==> src/rtl/lfsr_monitor.sv <==
// Period-by-period checker for a serial LFSR stream: local ones/zeros counts, longest runs,
// comparison against expected and upstream counts, reported through a valid/ready result port.
module lfsr_monitor #(
    parameter int unsigned CW        = 13,
    parameter int unsigned EXP_ONES  = 2048,
    parameter int unsigned EXP_ZEROS = 2047
) (
    input  logic          clk,
    input  logic          reset,
    input  logic          lfsr_out,
    input  logic          max_tick,
    input  logic [CW-1:0] count_zero,
    input  logic [CW-1:0] count_one,
    input  logic          result_ready,
    output logic          result_valid,
    output logic [CW-1:0] res_ones,
    output logic [CW-1:0] res_zeros,
    output logic [4:0]    res_run_one,
    output logic [4:0]    res_run_zero,
    output logic          res_pass,
    output logic [15:0]   period_cnt,
    output logic          err_mismatch,
    output logic          err_overrun,
    output logic          err_timeout
);
    localparam logic [CW-1:0] ExpOnes  = CW'(EXP_ONES);
    localparam logic [CW-1:0] ExpZeros = CW'(EXP_ZEROS);
    localparam logic [CW-1:0] CntOne   = CW'(1);
    localparam logic [CW:0]   TotalMax = {1'b0, {CW{1'b1}}};
    localparam logic [4:0]    RunMax   = 5'd31;

    typedef enum logic [1:0] {StSync, StRun, StCheck} state_e;
    state_e state_q;

    logic [CW-1:0] ones_q, zeros_q;
    logic [4:0]    run_len_q, max_one_q, max_zero_q;
    logic          run_val_q;

    logic [CW-1:0] snap_ones_q, snap_zeros_q, snap_cnt_one_q, snap_cnt_zero_q;
    logic [4:0]    snap_run_one_q, snap_run_zero_q;

    logic          cnt_en;
    logic [CW:0]   total_q, total_nx;
    logic [CW-1:0] ones_nx, zeros_nx;
    logic [4:0]    run_len_nx, max_one_nx, max_zero_nx;
    logic          run_val_nx;
    logic          pass_c;

    always_comb begin
        total_q     = {1'b0, ones_q} + {1'b0, zeros_q};
        // Once the total saturates, everything holds until the next period end.
        cnt_en      = (state_q != StSync) && (total_q != TotalMax);
        ones_nx     = ones_q;
        zeros_nx    = zeros_q;
        run_len_nx  = run_len_q;
        run_val_nx  = run_val_q;
        max_one_nx  = max_one_q;
        max_zero_nx = max_zero_q;
        if (cnt_en) begin
            if (lfsr_out) begin
                ones_nx = ones_q + CntOne;
            end else begin
                zeros_nx = zeros_q + CntOne;
            end
            if ((run_len_q != 5'd0) && (run_val_q == lfsr_out)) begin
                run_len_nx = (run_len_q == RunMax) ? RunMax : run_len_q + 5'd1;
            end else begin
                run_len_nx = 5'd1;
            end
            run_val_nx = lfsr_out;
            if (lfsr_out && (run_len_nx > max_one_q)) begin
                max_one_nx = run_len_nx;
            end
            if (!lfsr_out && (run_len_nx > max_zero_q)) begin
                max_zero_nx = run_len_nx;
            end
        end
        total_nx = {1'b0, ones_nx} + {1'b0, zeros_nx};
        pass_c   = (snap_ones_q == ExpOnes) && (snap_zeros_q == ExpZeros) &&
                   (snap_ones_q == snap_cnt_one_q) && (snap_zeros_q == snap_cnt_zero_q);
    end

    always_ff @(posedge clk) begin
        if (reset) begin
            state_q         <= StSync;
            ones_q          <= '0;
            zeros_q         <= '0;
            run_len_q       <= '0;
            run_val_q       <= 1'b0;
            max_one_q       <= '0;
            max_zero_q      <= '0;
            snap_ones_q     <= '0;
            snap_zeros_q    <= '0;
            snap_cnt_one_q  <= '0;
            snap_cnt_zero_q <= '0;
            snap_run_one_q  <= '0;
            snap_run_zero_q <= '0;
            result_valid    <= 1'b0;
            res_ones        <= '0;
            res_zeros       <= '0;
            res_run_one     <= '0;
            res_run_zero    <= '0;
            res_pass        <= 1'b0;
            period_cnt      <= '0;
            err_mismatch    <= 1'b0;
            err_overrun     <= 1'b0;
            err_timeout     <= 1'b0;
        end else begin
            if (result_valid && result_ready) begin
                result_valid <= 1'b0;
            end

            case (state_q)
                StSync: begin
                    if (max_tick) begin
                        state_q    <= StRun;
                        ones_q     <= '0;
                        zeros_q    <= '0;
                        run_len_q  <= '0;
                        run_val_q  <= 1'b0;
                        max_one_q  <= '0;
                        max_zero_q <= '0;
                    end
                end
                StRun, StCheck: begin
                    if (max_tick) begin
                        // Current bit closes the period; the next bit starts a fresh one.
                        state_q         <= StCheck;
                        snap_ones_q     <= ones_nx;
                        snap_zeros_q    <= zeros_nx;
                        snap_run_one_q  <= max_one_nx;
                        snap_run_zero_q <= max_zero_nx;
                        snap_cnt_one_q  <= count_one;
                        snap_cnt_zero_q <= count_zero;
                        ones_q          <= '0;
                        zeros_q         <= '0;
                        run_len_q       <= '0;
                        run_val_q       <= 1'b0;
                        max_one_q       <= '0;
                        max_zero_q      <= '0;
                    end else begin
                        state_q    <= StRun;
                        ones_q     <= ones_nx;
                        zeros_q    <= zeros_nx;
                        run_len_q  <= run_len_nx;
                        run_val_q  <= run_val_nx;
                        max_one_q  <= max_one_nx;
                        max_zero_q <= max_zero_nx;
                        if ((state_q == StRun) && cnt_en && (total_nx == TotalMax)) begin
                            err_timeout <= 1'b1;
                        end
                    end
                end
                default: state_q <= StSync;
            endcase

            if (state_q == StCheck) begin
                period_cnt <= period_cnt + 16'd1;
                if (!pass_c) begin
                    err_mismatch <= 1'b1;
                end
                if (result_valid && !result_ready) begin
                    err_overrun <= 1'b1;
                end else begin
                    result_valid <= 1'b1;
                    res_ones     <= snap_ones_q;
                    res_zeros    <= snap_zeros_q;
                    res_run_one  <= snap_run_one_q;
                    res_run_zero <= snap_run_zero_q;
                    res_pass     <= pass_c;
                end
            end
        end
    end

endmodule

==> config.mk <==
export PLATFORM = sky130hd
export DESIGN_NAME = lfsr_monitor
export DESIGN_NICKNAME = d
export VERILOG_FILES = /design/src/rtl/lfsr_monitor.sv
export SDC_FILE = /design/constraint.sdc
export NUM_CORES = 1
export LEC_CHECK = 0
export BUFFER_PORTS_ARGS = -buffer_cell sky130_fd_sc_hd__buf_2
export CAP_MARGIN = 40
export CELL_PAD_IN_SITES_DETAIL_PLACEMENT = 1
export CELL_PAD_IN_SITES_GLOBAL_PLACEMENT = 1
export CORE_UTILIZATION = 40
export CTS_BUF_LIST = sky130_fd_sc_hd__clkbuf_4 sky130_fd_sc_hd__clkbuf_8 sky130_fd_sc_hd__clkbuf_16
export DETAILED_ROUTE_END_ITERATION = 10
export GPL_TIMING_DRIVEN = 1
export PLACE_DENSITY = 0.75
export REMOVE_ABC_BUFFERS = 1
export SETUP_SLACK_MARGIN = 0.3
export SYNTH_ARGS = -nofsm -noshare
export SYNTH_HDL_FRONTEND = slang
export SYNTH_SLANG_ARGS = --single-unit
export TNS_END_PERCENT = 10
==> constraint.sdc <==
create_clock -name clk -period 14.95 [get_ports clk]
set_input_delay 4.485 -clock clk [delete_from_list [all_inputs] [get_ports clk]]
set_output_delay 4.485 -clock clk [all_outputs]
set_load 0.005 [all_outputs]
==> results of run 1 <==
[worst reg2reg max path, stage by stage, from the launching register on]
cell and delay (ns):
dfxtp_1 0.51, ha_1 0.25, inv_1 0.06, fa_1 0.43, xor2_1 0.17, nor4b_1 0.42, nand4_1 0.13, a2111oi_0 0.35
nand4bb_1 0.29, o31ai_4 0.44, mux2i_1 0.61, xor2_1 0.14, ha_1 0.28, a311oi_1 0.32, mux2i_1 0.19, maj3_2 0.35
a21oi_2 0.20, maj3_2 0.23, maj3_1 0.18, mux2i_1 0.23, o32ai_2 0.11
[worst paths after layout]
path              slack (ns)  cells after the start  startpoint           to
hold / removal          0.45                      2    res_pass     res_pass
hold reg to reg         0.45                      2    res_pass     res_pass
setup / recovery        7.29                     16    lfsr_out  err_timeout
setup reg to reg        8.93                     20  zeros_q[0]  err_timeout
[cells by family after synthesis]
logic type,Yosys count,synth area share
multiplexers,17,0.0216
flip-flops,163,0.373
XOR/XNOR,80,0.0848
buffers and inverters,85,0.0366
adder cells (fa/ha/maj),45,0.0647
AND/OR/NAND/NOR,469,0.241
AO/OA/AOI/OAI,239,0.178
[cells in the mapped netlist (4+ instances only)]
library cell and n:
a2111oi_0 4, a211oi_1 21, a21o_1 10, a21oi_1 107, a22oi_1 26, and2_1 7, and3_1 12, clkbuf_1 56
dfxtp_1 163, ha_1 41, inv_1 27, mux2i_1 14, nand2_1 182, nand2b_1 7, nand3_1 28, nand4_1 19
nor2_1 145, nor2b_1 11, nor3_1 32, nor4_1 7, o211ai_1 4, o21a_1 5, o21ai_0 20, xnor2_1 31
xor2_1 45
[state kept, by name (all words and copies together), names as in the netlist, 2 cells and up]
register	cells
snap_run_one_q	5
ones_q	13
max_zero_q	5
res_run_zero	5
res_ones	13
zeros_q	13
state_q	2
run_len_q	5
snap_cnt_one_q	13
snap_run_zero_q	5
snap_zeros_q	13
snap_cnt_zero_q	13
max_one_q	5
period_cnt	16
res_zeros	13
snap_ones_q	13
res_run_one	5
[power by group through the flow]
stage	Combinational [mW]	Clock (mW)	Sequential, mW
6_report	0.137	0.430	0.477
5_1_grt	0.154	0.455	0.480
4_1_cts	0.138	0.441	0.477
3_5_place_dp	0.136	0	0.487
3_3_place_gp	0.133	0	0.486
2_1_floorplan	0.0867	0	0.480
[layout make-up]
cell class	count	area, um^2	area share
Clock inverter	14	143	0.0143
Sequential cell	163	3260	0.327
Inverter	27	101	0.0102
Timing Repair Buffer	97	510	0.0512
Multi-Input combinational cell	850	5170	0.518
Clock buffer	18	439	0.0441
Tap cell	275	344	0.0345
[stage by stage]
step	utilization	hold WS, ns	instances	total power [mW]
4_1_cts	0.470	0.456	1444	1.06
3_3_place_gp	0.442	0.440	1410	0.619
5_1_grt	0.470	0.465	1444	1.09
3_5_place_dp	0.442	0.446	1412	0.623
6_report	0.470	0.449	1444	1.04
2_1_floorplan	-	0.425	1040	0.566
[per-layer routing]
layer  part of all wire  GRT usage  wire, um
met5                  0          0         0
met4              0.015     0.0707       370
met3              0.033     0.0341       835
met2               0.46      0.367     11500
met1               0.49      0.313     12300
[cell usage in the layout, fill, tap and decap left out, drive strengths merged, types with 10 or more instances in the layout]
master and count:
nor3 32, xor2 46, inv 34, nand2 182, buf 97, nor2 145, nand3 28, a211oi 24
a21o 10, clkbuf 18, dfxtp 163, nand4 19, nor2b 12, and3 12, xnor2 34, a22oi 26
mux2i 15, o21ai 22, ha 41, a21oi 110
==> results.rst, run 1 <==
.. list-table::
   :header-rows: 1

   * - Metric
     - Value
   * - Outcome
     - complete, no violations
   * - Number of global-route vias before repair
     - 7730
   * - Peak ir drop on the vdd network
     - 0.0571 mV
   * - Post-synthesis cell count
     - 1098
   * - Number of buffers added to fix hold violations after cts
     - 0
   * - Fraction of layout instances using a drive strength above 1
     - 0.139
   * - Start-to-end type of the worst setup path
     - input port to flip-flop
   * - Antenna violations before repair
     - 0
   * - TritonCTS Sinks
     - 163
   * - Diodes inserted
     - 0
   * - Sequential fraction of design power
     - 0.457
   * - Leakage power summed over all cells
     - 3.95 nW
   * - Clock tree from TritonCTS
     - yes
   * - Max FO, Critical Path
     - 11
   * - Number of nets in the finished design
     - 1229
   * - Arrival time reported for the critical path endpoint
     - 8.00 ns
   * - Type of origin of the critical path
     - input port
   * - Post-route cell area
     - 0.00997 mm^2
   * - Synth Register Bits
     - 163
   * - CP max stage cell
     - a211oi_2
   * - Required time at the endpoint of the critical path
     - 15.29 ns
   * - Starting density of the core
     - 0.412
   * - Total number of yosys warnings
     - 0
   * - Fmax achieved
     - 131 MHz
   * - Hold violation count in the final report
     - 0
   * - Mean instance size in the synthesized netlist
     - 7.97 um^2
   * - GRT Overall Usage
     - 0.228
   * - Leading register cell type out of synthesis
     - dfxtp_1
   * - Int Pwr
     - 0.727 mW
   * - Number of buffers added by the clock tree synthesis step
     - 17
   * - Proportion of synthesized chip area in sequential cells
     - 0.373
   * - Worst rel slew slack
     - 0.464
   * - Netlist Area Pre-Place
     - 0.00875 mm^2
   * - Switching part of the total power
     - 0.303
   * - Cell row count
     - 53
   * - Number of fillers in the final layout
     - 2624
   * - Post-detailed-placement half-perimeter wirelength
     - 17900 um
   * - Layout overhead on the synthesized area
     - 14.0%
   * - Max Slew Vio Count
     - 0
   * - Worst Hold Class
     - flip-flop to flip-flop
   * - Clock edge transition at the registers on the reported setup and hold paths
     - 0.07 ns
   * - Number of DRC markers in iteration 0
     - 415
   * - Post-Place Setup Slack
     - 6.86 ns
   * - Pin count of the biggest net entering global routing
     - 73
   * - Worst Setup End Kind
     - flip-flop
   * - CP top delay family
     - compound AO/OA/AOI/OAI gates
   * - Wire length of the first global-routing pass
     - 40500 um
   * - Setup Fix Bufs, Post-CTS
     - 0
   * - Routed vias/inst
     - 5.50
   * - Setup repair after global routing missed its margin
     - no
   * - Worst setup margin
     - 7.29 ns
   * - Routed via count
     - 7938
   * - H-tree level count
     - 4
   * - Detailed-router iteration count before antenna repair
     - 6
   * - Total Die Area
     - 0.0225 mm^2
   * - Routability congestion estimate from global placement
     - 0.861
   * - Quantity of I/O buffers inserted on ports
     - 87
   * - Cell types occupying the most area after synthesis
     - dfxtp_1 (37%), nand2_1 (7.8%), nor2_1 (6.2%), a21oi_1 (6.1%), ha_1 (5.9%)
   * - Worst-Margin Slew
     - 0.797 ns
   * - Final antenna-violating net count
     - 0
   * - Max-cap violations
     - 0
   * - Die width
     - 150 um
   * - Count of distinct cell types in the synthesized netlist
     - 79
   * - Clock power share
     - 0.412
   * - Worst clock skew on the final layout
     - 0.0150 ns
   * - Sum of routed wire length over all layers
     - 24900 um
   * - Setup TNS
     - 0 ns
   * - Period utilization
     - 0.512
   * - Stage delay of the slowest cell on the critical path
     - 0.41 ns
   * - Async S/R FF share, synth
     - 0
   * - Relative contribution of combinational cells to total power
     - 0.131
   * - Post-layout minimum cycle time
     - 7.66 ns
   * - Switch Pwr
     - 0.317 mW
   * - Combined buffer and inverter count along the critical path
     - 1
   * - # resized after CTS
     - 0
   * - Cell chain of the critical path
     - buf_2, nor2b_1, nand2_1, a211oi_2, and2_1, nand2_1, xnor2_1, ha_1, a21o_1, a21o_1, a21oi_1, mux2i_1, nand4_1, nor3_1, nand4_1, o32ai_2
   * - Boundary pin count
     - 88
   * - Clock latency at the later pin of the worst-skew pair
     - 0.44 ns
   * - Area of the placeable core
     - 0.0212 mm^2
   * - Total placed instance area
     - 0.00939 mm^2
   * - Number of enable flip-flop cells after synthesis
     - 0
   * - Congestion Overflow GR
     - 0
   * - Total DRC errors in the routed layout
     - 0
   * - Avg WL per Cell
     - 17.3 um
   * - Vertical die dimension
     - 150 um
   * - Clock buffer depth
     - 2
   * - Cell type with the largest total area after synthesis
     - dfxtp_1
   * - Clock root buffer
     - clkbuf_16
   * - Area share of the largest cell type after synthesis
     - 0.373
   * - Power density over cell area
     - 105 mW/mm^2
   * - Setup Viol. Count Final
     - 0
Power figures use the tool's default switching activity.
==> run 2: changes to the inputs <==
- PLACE_DENSITY: 0.75 -> 0.78
- clock period: 14.95 -> 6.7 ns (I/O delays scaled with it)
==> run 2 against run 1 <==
Compared with the run above: routed wire length rose by 0.60%; clock power rose by 140%; first-iteration DRC count fell by 5.1%; clock skew fell by 0.0028 ns; combinational power rose by 130%; via count rose by 0.77%; setup slack got worse by 6.4 ns; sequential power rose by 120%; global-route usage rose by 0.054 points; non-clock buffer count rose by 4.
==> results.rst, run 2 (synthesis gave the netlist of run 1 again) <==
.. list-table::
   :header-rows: 1

   * - Metric
     - Value
   * - Largest register by flop count
     - period_cnt
   * - Worst hold margin
     - 0.452 ns (+0.00276 ns)
   * - M3 GR Usage
     - 0.0290 (-0.00518)
   * - Diodes inserted
     - 0 (unchanged)
   * - Pin count of the biggest net entering global routing
     - 84 (+15%)
   * - Worst-Margin Slew
     - 0.868 ns (+0.0713 ns)
   * - Global-route layer with the greatest usage
     - met2
   * - Number of DRC markers in iteration 0
     - 394 (-5.1%)
   * - Hold_sp
     - snap_cnt_one_q[12]
   * - Max-cap violations
     - 0 (unchanged)
   * - Boundary pin count
     - 88 (unchanged)
   * - Clock edge transition at the registers on the reported setup and hold paths
     - 0.07 ns (about the same)
   * - H-tree level count
     - 4 (unchanged)
   * - Setup TNS
     - 0 ns (unchanged)
   * - Peak ir drop on the vdd network
     - 0.155 mV (+170%)
   * - Routed via count
     - 7999 (+0.77%)
   * - Clock root buffer
     - clkbuf_16
   * - Worst rel slew slack
     - 0.414 (-0.0507)
   * - Antenna violations before repair
     - 0 (unchanged)
   * - Post-layout minimum cycle time
     - 5.82 ns
   * - Final antenna-violating net count
     - 0 (unchanged)
   * - Met1 track demand over resource
     - 0.304 (-0.00883)
   * - Setup Fix Bufs, Post-CTS
     - 0 (unchanged)
   * - Wire length of the first global-routing pass
     - 40700 um (+0.56%)
   * - Type of origin of the critical path
     - flip-flop
   * - Hold violation count in the final report
     - 0 (unchanged)
   * - Post-detailed-placement half-perimeter wirelength
     - 17900 um (+0.25%)
   * - Worst Setup End Kind
     - flip-flop
   * - Outcome
     - complete, no violations
   * - Layout overhead on the synthesized area
     - 15.0%
   * - GRT Overall Usage
     - 0.229 (+0.000542)
   * - Clock latency at the later pin of the worst-skew pair
     - 0.42 ns (-0.02 ns)
   * - Sequential standard cell area
     - 0.00326 mm^2 (unchanged)
   * - Routability congestion estimate from global placement
     - 0.840 (-2.5%)
   * - Core occupancy in the finished layout
     - 0.474 (+0.00442)
   * - Total Die Area
     - 0.0225 mm^2 (unchanged)
   * - TritonCTS Sinks
     - 163 (unchanged)
   * - Avg WL per Cell
     - 17.3 um (+0.39%)
   * - # resized after CTS
     - 0 (unchanged)
   * - Number of buffers added to fix hold violations after cts
     - 0 (unchanged)
   * - Detailed-router iteration count before antenna repair
     - 5 (-1)
   * - Area of the placeable core
     - 0.0212 mm^2 (unchanged)
   * - Cell row count
     - 53 (unchanged)
   * - Power density over cell area
     - 239 mW/mm^2 (+130%)
   * - Period utilization
     - 0.869
   * - Routed vias/inst
     - 5.53 (+0.56%)
   * - Required time at the endpoint of the critical path
     - 7.03 ns (-8.26 ns)
   * - Met2 track utilization from global routing
     - 0.383 (+0.0160)
   * - Number of nets in the finished design
     - 1233 (+0.33%)
   * - Commonest non-fill, non-tap cell in the layout
     - nand2_1
   * - Clock buffer depth
     - 2 (unchanged)
   * - Max Slew Vio Count
     - 0 (unchanged)
   * - Die width
     - 150 um (unchanged)
   * - Most used cells in the layout excluding fill and tap cells
     - nand2_1 (182), dfxtp_1 (163), nor2_1 (144)
   * - Total DRC errors in the routed layout
     - 0 (unchanged)
   * - Worst Hold Class
     - flip-flop to flip-flop
   * - Number of global-route vias before repair
     - 7983 (+3.3%)
   * - Arrival time reported for the critical path endpoint
     - 6.16 ns (-1.84 ns)
   * - Number of fillers in the final layout
     - 2637 (+0.50%)
   * - Flip-flop count of the largest register, all copies and words added
     - 16 (unchanged)
   * - Setup Viol. Count Final
     - 0 (unchanged)
   * - Starting density of the core
     - 0.412 (unchanged)
   * - Launch point of the worst path
     - zeros_q[0]
   * - Start-to-end type of the worst setup path
     - flip-flop to flip-flop
   * - Max FO, Critical Path
     - 7 (-4)
   * - Quantity of I/O buffers inserted on ports
     - 87 (unchanged)
   * - Worst clock skew on the final layout
     - 0.0121 ns (-0.00283 ns)
   * - Number of buffers added by the clock tree synthesis step
     - 17 (unchanged)
   * - Area taken by multi-input logic gates
     - 0.00517 mm^2 (unchanged)
   * - Vertical die dimension
     - 150 um (unchanged)
   * - Leakage power summed over all cells
     - 3.99 nW (+1.0%)
   * - Setup repair after global routing missed its margin
     - no
   * - Fmax achieved
     - 172 MHz
   * - Fraction of layout instances using a drive strength above 1
     - 0.142 (+0.00220)
   * - Sum of routed wire length over all layers
     - 25100 um (+0.60%)
   * - Startpoint of the worst register-to-register path
     - zeros_q[0]
   * - Clock tree from TritonCTS
     - yes
   * - Congestion Overflow GR
     - 0 (unchanged)
==> run 2: metal layers <==
| layer | share of wire | wire [um] |
|---|---|---|
| met1 | 0.47 | 11900 |
| met2 | 0.47 | 11800 |
| met3 | 0.036 | 913 |
| met4 | 0.019 | 486 |
| met5 | 0 | 0 |
==> run 2: per-stage QoR <==
stage	instances	total power, mW	setup slack, ns	area (um^2)
after floorplan	1040	1.26	1.72	8530
after global placement	1414	1.38	1.20	9400
after detailed placement	1416	1.39	0.939	9440
after CTS	1447	2.42	0.935	10100
after global routing	1447	2.50	0.480	10100
final	1447	2.40	0.876	10100
==> run 2: worst max-delay path, cell delays in order (launching register included) <==
cell,delay (ns)
dfxtp_1,0.46
ha_1,0.24
inv_1,0.06
fa_1,0.43
xor2_1,0.17
nor4b_1,0.44
nand4_1,0.14
a2111oi_0,0.33
nand4bb_1,0.24
o31ai_4,0.46
mux2i_1,0.57
xor2_1,0.19
ha_1,0.19
a311oi_1,0.06
mux2i_1,0.32
maj3_2,0.28
a21oi_2,0.07
maj3_2,0.32
maj3_1,0.36
mux2i_1,0.14
o32ai_2,0.24
==> run 2: final timing paths <==
kind	slack, ns	endpoint	cells past startpoint
worst max-delay path	0.88	err_timeout	20
worst min-delay path	0.45	snap_cnt_one_q[12]	2
worst max register to register	0.88	err_timeout	20
worst min register to register	0.45	snap_cnt_one_q[12]	2
==> run 2: final cells by class <==
type / instances / share of cell area
Sequential cell: 163 / 0.324
Clock inverter: 12 / 0.0169
Tap cell: 275 / 0.0342
Clock buffer: 19 / 0.0450
Timing Repair Buffer: 101 / 0.0560
Multi-Input combinational cell: 850 / 0.514
Inverter: 27 / 0.0101
==> run 2: power breakdown <==
| part | total (mW) | internal, mW | switching [mW] |
|---|---|---|---|
| registers | 1.06 | 1.02 | 0.0473 |
| clock network | 1.03 | 0.612 | 0.418 |
| logic | 0.310 | 0.103 | 0.207 |
==> run 3: changes to the inputs <==
- PLACE_DENSITY: 0.78 -> 0.75
- clock period: 6.7 -> 5.5 ns (I/O delays scaled with it)
==> run 3 against run 2 <==
Compared with the run above: sequential power is 22% higher; combinational power is 30% higher; critical path depth is 2 higher; global-route usage is 1.0 points higher; setup slack worse by 0.37 ns; clock skew is 0.0060 ns higher; cell count is 2.9% higher; core utilization is 2.6 points higher; clock-buffer cell count is 2 lower; hold slack worse by 0.0031 ns; sequential share of layout area is 1.6 points lower.
==> results.rst, run 3 (synthesis gave the netlist of run 1 again) <==
.. list-table::
   :header-rows: 1

   * - Metric
     - Value
   * - Number of nets in the finished design
     - 1274 (+3.3%)
   * - Detailed-router iteration count before antenna repair
     - 5 (unchanged)
   * - Routability congestion estimate from global placement
     - 0.859 (+2.3%)
   * - Met2 wire length
     - 12900 um (+8.7%)
   * - Power density over cell area
     - 275 mW/mm^2 (+15%)
   * - Fmax achieved
     - 200 MHz (+17%)
   * - Number of global-route vias before repair
     - 8012 (+0.36%)
   * - CP max stage cell
     - a2111oi_2
   * - Switch Pwr
     - 0.887 mW (+32%)
   * - Clock edge transition at the registers on the reported setup and hold paths
     - 0.08 ns (about the same)
   * - Post-Place Setup Slack
     - 0.0484 ns (-0.891 ns)
   * - Pin count of the biggest net entering global routing
     - 75 (-11%)
   * - Total Die Area
     - 0.0225 mm^2 (unchanged)
   * - Detailed-routed wire length on met3
     - 1130 um (+24%)
   * - CP top delay family
     - compound AO/OA/AOI/OAI gates
   * - Period utilization
     - 0.909 (+0.0392)
   * - Area of the placeable core
     - 0.0212 mm^2 (unchanged)
   * - Cell row count
     - 53 (unchanged)
   * - Worst clock skew on the final layout
     - 0.0182 ns (+0.00602 ns)
   * - Start-to-end type of the worst setup path
     - flip-flop to flip-flop
   * - Wire length of the first global-routing pass
     - 42000 um (+3.3%)
   * - Worst-Margin Slew
     - 0.846 ns (-0.0223 ns)
   * - Routed vias/inst
     - 5.58 (+0.88%)
   * - Worst Setup End Kind
     - flip-flop
   * - Highest metal layer with signal wires
     - met4
   * - Clock latency at the later pin of the worst-skew pair
     - 0.44 ns (+0.02 ns)
   * - Cell chain of the critical path
     - ha_4, inv_1, fa_2, buf_4, nor2b_4, o2111ai_4, a21oi_2, mux2_4, nand4bb_4, o31ai_4, buf_4, nor2_2, nand3_2, xnor2_1, ha_1, a21oi_1, nor2b_1, o21a_1, a2111oi_2, xnor2_1, nand4_1, o32ai_2
   * - Setup repair after global routing missed its margin
     - no
   * - Setup TNS
     - 0 ns (unchanged)
   * - Worst setup margin
     - 0.503 ns (-0.373 ns)
   * - Vertical die dimension
     - 150 um (unchanged)
   * - Max FO, Critical Path
     - 5 (-2)
   * - Congestion Overflow GR
     - 0 (unchanged)
   * - Final antenna-violating net count
     - 0 (unchanged)
   * - Largest register by flop count
     - period_cnt
   * - Sequential standard cell area
     - 0.00328 mm^2 (+0.38%)
   * - Flip-flop count of the largest register, all copies and words added
     - 16 (unchanged)
   * - GRT Overall Usage
     - 0.239 (+0.0104)
   * - Post-detailed-placement half-perimeter wirelength
     - 18600 um (+3.6%)
   * - Type of origin of the critical path
     - flip-flop
   * - Outcome
     - complete, no violations
   * - Stage delay of the slowest cell on the critical path
     - 0.38 ns (-0.19 ns)
   * - Max Slew Vio Count
     - 0 (unchanged)
   * - Relative contribution of combinational cells to total power
     - 0.138 (+0.009)
   * - Clock buffer depth
     - 2 (unchanged)
   * - Routed via count
     - 8304 (+3.8%)
   * - Antenna violations before repair
     - 0 (unchanged)
   * - Clock power share
     - 0.419 (-0.009)
   * - Sum of routed wire length over all layers
     - 27000 um (+7.6%)
   * - Register-to-register setup slack
     - 0.50 ns (-0.37 ns)
   * - Max-cap violations
     - 0 (unchanged)
   * - Die width
     - 150 um (unchanged)
   * - Arrival time reported for the critical path endpoint
     - 5.33 ns (-0.83 ns)
   * - Boundary pin count
     - 88 (unchanged)
   * - Number of buffers added by the clock tree synthesis step
     - 17 (unchanged)
   * - Worst Hold Class
     - flip-flop to flip-flop
   * - Clock tree from TritonCTS
     - yes
   * - Quantity of I/O buffers inserted on ports
     - 87 (unchanged)
   * - Fraction of layout instances using a drive strength above 1
     - 0.208 (+0.0668)
   * - Clock root buffer
     - clkbuf_16
   * - Hold violation count in the final report
     - 0 (unchanged)
   * - Number of fillers in the final layout
     - 2578 (-2.2%)
   * - Area taken by multi-input logic gates
     - 0.00542 mm^2 (+4.8%)
   * - Setup Viol. Count Final
     - 0 (unchanged)
   * - H-tree level count
     - 4 (unchanged)
   * - Avg WL per Cell
     - 18.1 um (+4.6%)
   * - Required time at the endpoint of the critical path
     - 5.84 ns (-1.19 ns)
   * - Post-layout minimum cycle time
     - 5.00 ns (-0.827 ns)
   * - Switching part of the total power
     - 0.304 (+0.0242)
   * - Sequential fraction of design power
     - 0.443 (about the same)
   * - Combined buffer and inverter count along the critical path
     - 3 (+2)
   * - Met1 Wirelength
     - 12600 um (+6.2%)
   * - Layout overhead on the synthesized area
     - 21.4%
   * - Starting density of the core
     - 0.412 (unchanged)
   * - Total DRC errors in the routed layout
     - 0 (unchanged)
   * - Worst rel slew slack
     - 0.429 (+0.0151)
   * - Commonest non-fill, non-tap cell in the layout
     - nand2_1
   * - Most used cells in the layout excluding fill and tap cells
     - nand2_1 (182), dfxtp_1 (155), nor2_1 (141)
   * - Leakage power summed over all cells
     - 4.25 nW (+6.5%)
   * - Core occupancy in the finished layout
     - 0.501 (+0.0264)
   * - Diodes inserted
     - 0 (unchanged)
   * - Number of DRC markers in iteration 0
     - 521 (+32%)
   * - TritonCTS Sinks
     - 163 (unchanged)
   * - Peak ir drop on the vdd network
     - 0.163 mV (+5.5%)
   * - Int Pwr
     - 2.03 mW (+17%)
run 3: cell types whose count changed in the layout (fill, tap and decap cells not counted), sizes merged:
| cell | previous run | this run |
|---|---|---|
| bufinv | 3 | 1 |
| buf | 101 | 142 |
| inv | 30 | 36 |
| clkinvlp | 3 | 1 |
| clkinv | 3 | 4 |
| clkbuf | 19 | 17 |
run 3: worst paths after layout:
kind	startpoint	end	cells past startpoint
setup reg to reg	ones_q[0]	err_timeout	22
hold / removal	res_pass	res_pass	2
setup / recovery	ones_q[0]	err_timeout	22
hold reg to reg	res_pass	res_pass	2
run 3: power groups by stage:
stage	clock (mW)	sequential (mW)	combinational [mW]
floorplan	0	1.30	0.236
global placement	0	1.32	0.371
detailed placement	0	1.32	0.383
CTS	1.25	1.29	0.400
global route	1.29	1.30	0.446
finish	1.22	1.29	0.403
run 3: layout make-up:
type,instances,share of cell area
clock buffers,17,0.0400
clock inverters,15,0.0171
inverters,27,0.00954
multi-input cells,850,0.510
flip-flops and latches,163,0.308
well taps,275,0.0324
repair buffers,142,0.0828
run 3: worst register-to-register path, delay by kind of cell (launching register included):
family                     cells  cell delay (ns)
buffers and inverters          3             0.37
AOI/OAI and AO/OA              7             1.83
adders and majority gates      3             0.84
DFF                            1             0.36
muxes                          1             0.34
and+or+nand+nor                6             0.80
xor gates and xnor gates       2             0.37
run 3: what timing repair did:
item                       4_1_cts  5_1_grt
buffers inserted                 7       12
setup endpoints to repair        1        1
pin swaps                        3       18
resized for setup               10       49
cloned                           0        0
hold buffers                     0        0
run 3: through the flow:
step | power (mW) | hold slack (ns) | instance area, um^2 | std cells
floorplan | 1.54 | 0.425 | 8530 | 1040
finish | 2.92 | 0.449 | 10600 | 1489
detailed placement | 1.70 | 0.443 | 9600 | 1438
global placement | 1.69 | 0.439 | 9580 | 1437
global route | 3.04 | 0.470 | 10600 | 1489
CTS | 2.94 | 0.453 | 10300 | 1477
run 3: routing by layer:
metal | vias to the layer above | track usage
li1 | 4020 | -
met1 | 4046 | 0.321
met2 | 209 | 0.395
met3 | 29 | 0.0335
met4 | 0 | 0.0727
met5 | - | 0
